`src/rtl/sync_fifo_flags.sv`:
```
// sync_fifo_flags: single-clock elastic FIFO with occupancy count, programmable
// almost-full/almost-empty thresholds, sticky overflow/underflow flags, and a
// selectable standard (registered) or first-word-fall-through read mode.
//
// Ports
//   clk           rising-edge clock
//   reset         asynchronous, active-low reset
//   w_en/data_in  write request and data (dropped while full)
//   r_en          read request / pop (ignored while empty)
//   clr_err       synchronous clear of overflow/underflow (a new error wins)
//   data_out      read data (registered in standard mode, head view in FWFT)
//   valid         data_out qualifier
//   full/empty    occupancy is DEPTH / 0
//   almost_full   count >= AFULL_THRESH
//   almost_empty  count <= AEMPTY_THRESH
//   count         occupancy, 0..DEPTH
//   overflow      sticky: write attempted while full
//   underflow     sticky: read attempted while empty
module sync_fifo_flags #(
  parameter int DATA_WIDTH    = 8,
  parameter int DEPTH         = 16,
  parameter int AFULL_THRESH  = DEPTH - 2,
  parameter int AEMPTY_THRESH = 1,
  parameter bit FWFT          = 1'b0
) (
  input  logic                     clk,
  input  logic                     reset,
  input  logic                     w_en,
  input  logic [DATA_WIDTH-1:0]    data_in,
  input  logic                     r_en,
  input  logic                     clr_err,
  output logic [DATA_WIDTH-1:0]    data_out,
  output logic                     valid,
  output logic                     full,
  output logic                     empty,
  output logic                     almost_full,
  output logic                     almost_empty,
  output logic [$clog2(DEPTH):0]   count,
  output logic                     overflow,
  output logic                     underflow
);

  localparam int AW = $clog2(DEPTH);
  localparam int PW = AW + 1;
  localparam logic [PW-1:0] AF_T = PW'(AFULL_THRESH);
  localparam logic [PW-1:0] AE_T = PW'(AEMPTY_THRESH);

  logic [DATA_WIDTH-1:0] mem [DEPTH];

  logic [PW-1:0] w_ptr_q, w_ptr_d;
  logic [PW-1:0] r_ptr_q, r_ptr_d;
  logic          ovf_q, ovf_d;
  logic          unf_q, unf_d;
  logic          w_acc, r_acc;

  // Flags come only from the registered pointers; the extra MSB is the wrap
  // bit that tells full (MSBs differ) apart from empty (pointers equal).
  always_comb begin
    full         = (w_ptr_q[AW] != r_ptr_q[AW]) &&
                   (w_ptr_q[AW-1:0] == r_ptr_q[AW-1:0]);
    empty        = (w_ptr_q == r_ptr_q);
    count        = w_ptr_q - r_ptr_q;
    almost_full  = (count >= AF_T);
    almost_empty = (count <= AE_T);

    // No write-through on empty and no write-while-pop on full.
    w_acc   = w_en && !full;
    r_acc   = r_en && !empty;
    w_ptr_d = w_acc ? (w_ptr_q + PW'(1)) : w_ptr_q;
    r_ptr_d = r_acc ? (r_ptr_q + PW'(1)) : r_ptr_q;

    // A new error in the same cycle as clr_err keeps the flag set.
    ovf_d   = (w_en && full)  ? 1'b1 : (clr_err ? 1'b0 : ovf_q);
    unf_d   = (r_en && empty) ? 1'b1 : (clr_err ? 1'b0 : unf_q);

    overflow  = ovf_q;
    underflow = unf_q;
  end

  always_ff @(posedge clk or negedge reset) begin
    if (!reset) begin
      w_ptr_q <= '0;
      r_ptr_q <= '0;
      ovf_q   <= 1'b0;
      unf_q   <= 1'b0;
    end else begin
      w_ptr_q <= w_ptr_d;
      r_ptr_q <= r_ptr_d;
      ovf_q   <= ovf_d;
      unf_q   <= unf_d;
    end
  end

  // Storage is deliberately not reset.
  always_ff @(posedge clk) begin
    if (w_acc) begin
      mem[w_ptr_q[AW-1:0]] <= data_in;
    end
  end

  if (FWFT) begin : g_fwft
    // Head word is visible as soon as the pointers say non-empty; an empty
    // FIFO presents zero so the output matches its reset value.
    always_comb begin
      data_out = empty ? '0 : mem[r_ptr_q[AW-1:0]];
      valid    = !empty;
    end
  end else begin : g_std
    logic [DATA_WIDTH-1:0] dout_q, dout_d;
    logic                  vld_q, vld_d;

    // Registered read: data lands one edge after the accepted r_en, valid
    // pulses for that single cycle, and data_out otherwise holds.
    always_comb begin
      dout_d = r_acc ? mem[r_ptr_q[AW-1:0]] : dout_q;
      vld_d  = r_acc;
    end

    always_ff @(posedge clk or negedge reset) begin
      if (!reset) begin
        dout_q <= '0;
        vld_q  <= 1'b0;
      end else begin
        dout_q <= dout_d;
        vld_q  <= vld_d;
      end
    end

    always_comb begin
      data_out = dout_q;
      valid    = vld_q;
    end
  end

endmodule

```
`config.mk`:
```
export PLATFORM = sky130hd
export DESIGN_NAME = sync_fifo_flags
export DESIGN_NICKNAME = d
export VERILOG_FILES = /design/src/rtl/sync_fifo_flags.sv
export SDC_FILE = /design/constraint.sdc
export NUM_CORES = 1
export LEC_CHECK = 0
export CORE_MARGIN = 2
export CORE_UTILIZATION = 47
export DETAILED_ROUTE_END_ITERATION = 10
export PLACE_DENSITY = 0.65
export SETUP_SLACK_MARGIN = 0.15
export SYNTH_ARGS = -nofsm -noshare
export SYNTH_HDL_FRONTEND = slang
export SYNTH_SLANG_ARGS = --single-unit
```
`constraint.sdc`:
```
create_clock -name clk -period 3.16 [get_ports clk]
set_clock_uncertainty 0.15 [all_clocks]
set_input_delay 0.632 -clock clk [delete_from_list [all_inputs] [get_ports clk]]
set_output_delay 0.632 -clock clk [all_outputs]
set_load 0.05 [all_outputs]
```
==> qor.txt <==
Outcome -> complete, no violations
Worst setup SP type -> flip-flop
Crit end category -> output pin
Post-Syn Area -> 0.00615 mm²
Netlist cell types -> 39
#FFs+latches synth -> 149
Slowest stage delay, CP -> 430 ps
CP required -> 2380 ps
Fillers -> 976
Total CTS buffers -> 17
Sw Share -> 36.7%
Crit path DAT -> 2260 ps
Die width -> 118 µm
First-pass GRT wire length -> 20300 µm
Sequential group share of total power -> 30.8%
Total number of vias -> 3409
Antenna viol nets, final -> 0
RSZ-0062 raised after global routing -> yes
Synth Area per Inst -> 16.1 µm²
Grt ovf -> 0
Worst-path maximum fanout -> 3
Wire per inst -> 21.0 µm
Antenna violations before repair -> 0
Internal -> 5.31 mW
Placeable core area -> 0.0127 mm²
Slew margin rel. -> 33.7%
DP HPWL -> 8260 µm
Tcrit/Tclk final -> 96.2%
Vias/cell -> 5.49
TritonRoute pass-1 iters -> 4
Vias in the first global route -> 3519
Residual DRC -> 0
Boundary Pins -> 33
Sw Pwr -> 3.08 mW
Clock root buffer -> clkbuf_16
Worst Tran Pin Value -> 994 ps
Clock sinks -> 149
Largest net degree at the start of global routing -> 68
Total GRT Usage -> 19.8%
Number of setup violations in the final report -> 0
Synth warnings -> 0
TritonCTS clock tree -> done
Hold_buf cts -> 0
Sum Neg Setup Slack -> 0 ps
Syn Nets -> 406
Reg clk slew, reported paths -> 60 ps
Total die area -> 0.0140 mm²
Die Ht -> 118 µm
Fmax -> 0.329 GHz
Max VDD drop -> 0.000549 V
Clk Latency, worst-skew pair -> 420 ps
Final RePlAce weighted congestion -> 0.810
Cell count after synthesis -> 383
Commonest non-fill, non-tap cells in the layout -> edfxtp_1 (128), mux2i_1 (32), nor2_1 (25)
Area grow syn2layout -> 21.5%
Post-layout min period -> 3040 ps
Clock Power Share -> 24.2%
Commonest non-fill, non-tap cell in the layout -> edfxtp_1
CTS max path bufs -> 2
H-tree Lvls -> 4
Count of buffers from port buffering -> 32
Worst Path Class, Setup -> flip-flop to output pin
Final net count -> 459
Cell Pwr Density -> 1120 mW/mm²
N_diodes -> 0
Slowest CP cell -> dfrtp_2
DR iter-0 viols -> 247
Combinational power share -> 45.0%
Final wirelength -> 13000 µm
Max_cap viols -> 0
Final Hold Viols -> 0
Row count -> 41
Starting density of the core -> 48.5%
Hold Crit Class -> flip-flop to flip-flop
Crit-path cells -> ha_4 -> fa_2 -> nor2b_2 -> o21ai_2 -> and3_4 -> o221a_4 -> buf_12
Register area -> 0.00437 mm²
Max-slew violations -> 0
Share of cells above drive strength 1 -> 17.6%
Area of the multi-input gates -> 0.00168 mm²
Leakage Power -> 2.67 nW
Post-layout util -> 58.9%
Seq/Total Area, Yosys -> 71.1%
-- path summary, 6_finish.rpt --
check,depth (start not counted),slack [ps],endpoint,from
worst max register to register,5,410,mem[8][0]$_DFFE_PP_,w_ptr_q[3]$_DFFE_PN0P_
max in group asynchronous,2,2180,r_ptr_q[1]$_DFFE_PN0P_,reset
worst min-delay path,2,370,underflow$_DFFE_PN0P_,underflow$_DFFE_PN0P_
min in group asynchronous,2,420,data_out[4]$_DFFE_PN0P_,reset
worst max-delay path,7,120,almost_empty,r_ptr_q[0]$_DFFE_PN0P_
worst min register to register,2,370,underflow$_DFFE_PN0P_,underflow$_DFFE_PN0P_
-- repair_timing --
action | CTS | global route
setup endpoints to repair | 4 | 68
pin swaps | 2 | 3
resized for setup | 12 | 5
buffers inserted | 4 | 2
-- final cells by class --
type	count	share of cell area, %
flip-flops and latches	149	58.5
clock buffers	19	5.80
multi-input cells	199	22.5
well taps	172	2.88
inverters	16	0.804
clock inverters	13	2.18
repair buffers	53	7.30
-- layer usage --
metal  vias up  GRT usage, %  share of wire, %
met5         -             0                 0
met4         0          8.93               3.1
met3        26          5.31               4.6
met2        92          30.8                48
met1      1708          26.1                44
li1       1583             -                 -
-- state kept, by name, summed over array words and instances, names as in the netlist --
signal	count
overflow	1
w_ptr_q	5
data_out	8
underflow	1
r_ptr_q	5
mem	128
valid	1
-- Yosys cell counts (all sizes together) --
library cell  number  area, µm²
inv               16       60.1
nand4              5       31.3
and2               4       25.0
o21ai              7       35.0
mux2i             32        320
xor2               2       17.5
or3                8       50.1
mux2               8       90.1
a31oi              8       50.1
nand2              8       30.0
fa                 1       20.0
nand3              2       10.0
o221a              1       11.3
a21boi             1       7.51
nor4               4       25.0
edfxtp           128       3840
xnor2              9       78.8
o22ai             24        150
o21a               2       15.0
nor2              25       93.8
nand2b             1       6.26
dfrtp             21        526
buf               15        115
nor2b             10       62.6
clkbuf             4       15.0
or3b               1       8.76
mux4               8        203
a21oi              1       5.00
and3               5       31.3
nor3b              2       15.0
nand3b             2       15.0
ha                 9        113
o32ai              1       8.76
a211oi             8       60.1
-- critical path: cells and delay by family (launching register included) --
kind / cells / cell delay [ps]
fa+ha+maj: 2 / 560
flops: 1 / 430
simple gates: 2 / 370
compound gates: 2 / 340
buf+inv: 1 / 140
-- per-stage QoR --
stage	hold WS (ps)	worst slack (ps)	total power, mW	instance area (µm²)	cells
final	373	119	8.38	7470	621
after global routing	390	43.8	8.77	7470	621
after CTS	380	108	8.36	7430	619
after detailed placement	368	202	6.19	6780	583
after global placement	364	285	6.13	6780	583
after floorplan	186	127	5.01	6190	383
-- power by group through the flow --
stage	clock network, mW	registers [mW]	logic (mW)
2_1_floorplan	0	2.80	2.21
3_3_place_gp	0	2.61	3.52
3_5_place_dp	0	2.63	3.56
4_1_cts	2.06	2.59	3.71
5_1_grt	2.14	2.61	4.01
6_report	2.03	2.58	3.77
-- cell families after synthesis --
family / after synthesis / share of synthesized area [%]
DFF: 149 / 71.1
buffers and inverters: 35 / 3.09
muxes: 48 / 9.97
xor gates and xnor gates: 11 / 1.57
AOI/OAI and AO/OA: 53 / 5.58
adders and majority gates: 10 / 2.16
and+or+nand+nor: 77 / 6.57
(Power assumes the default switching activity.)
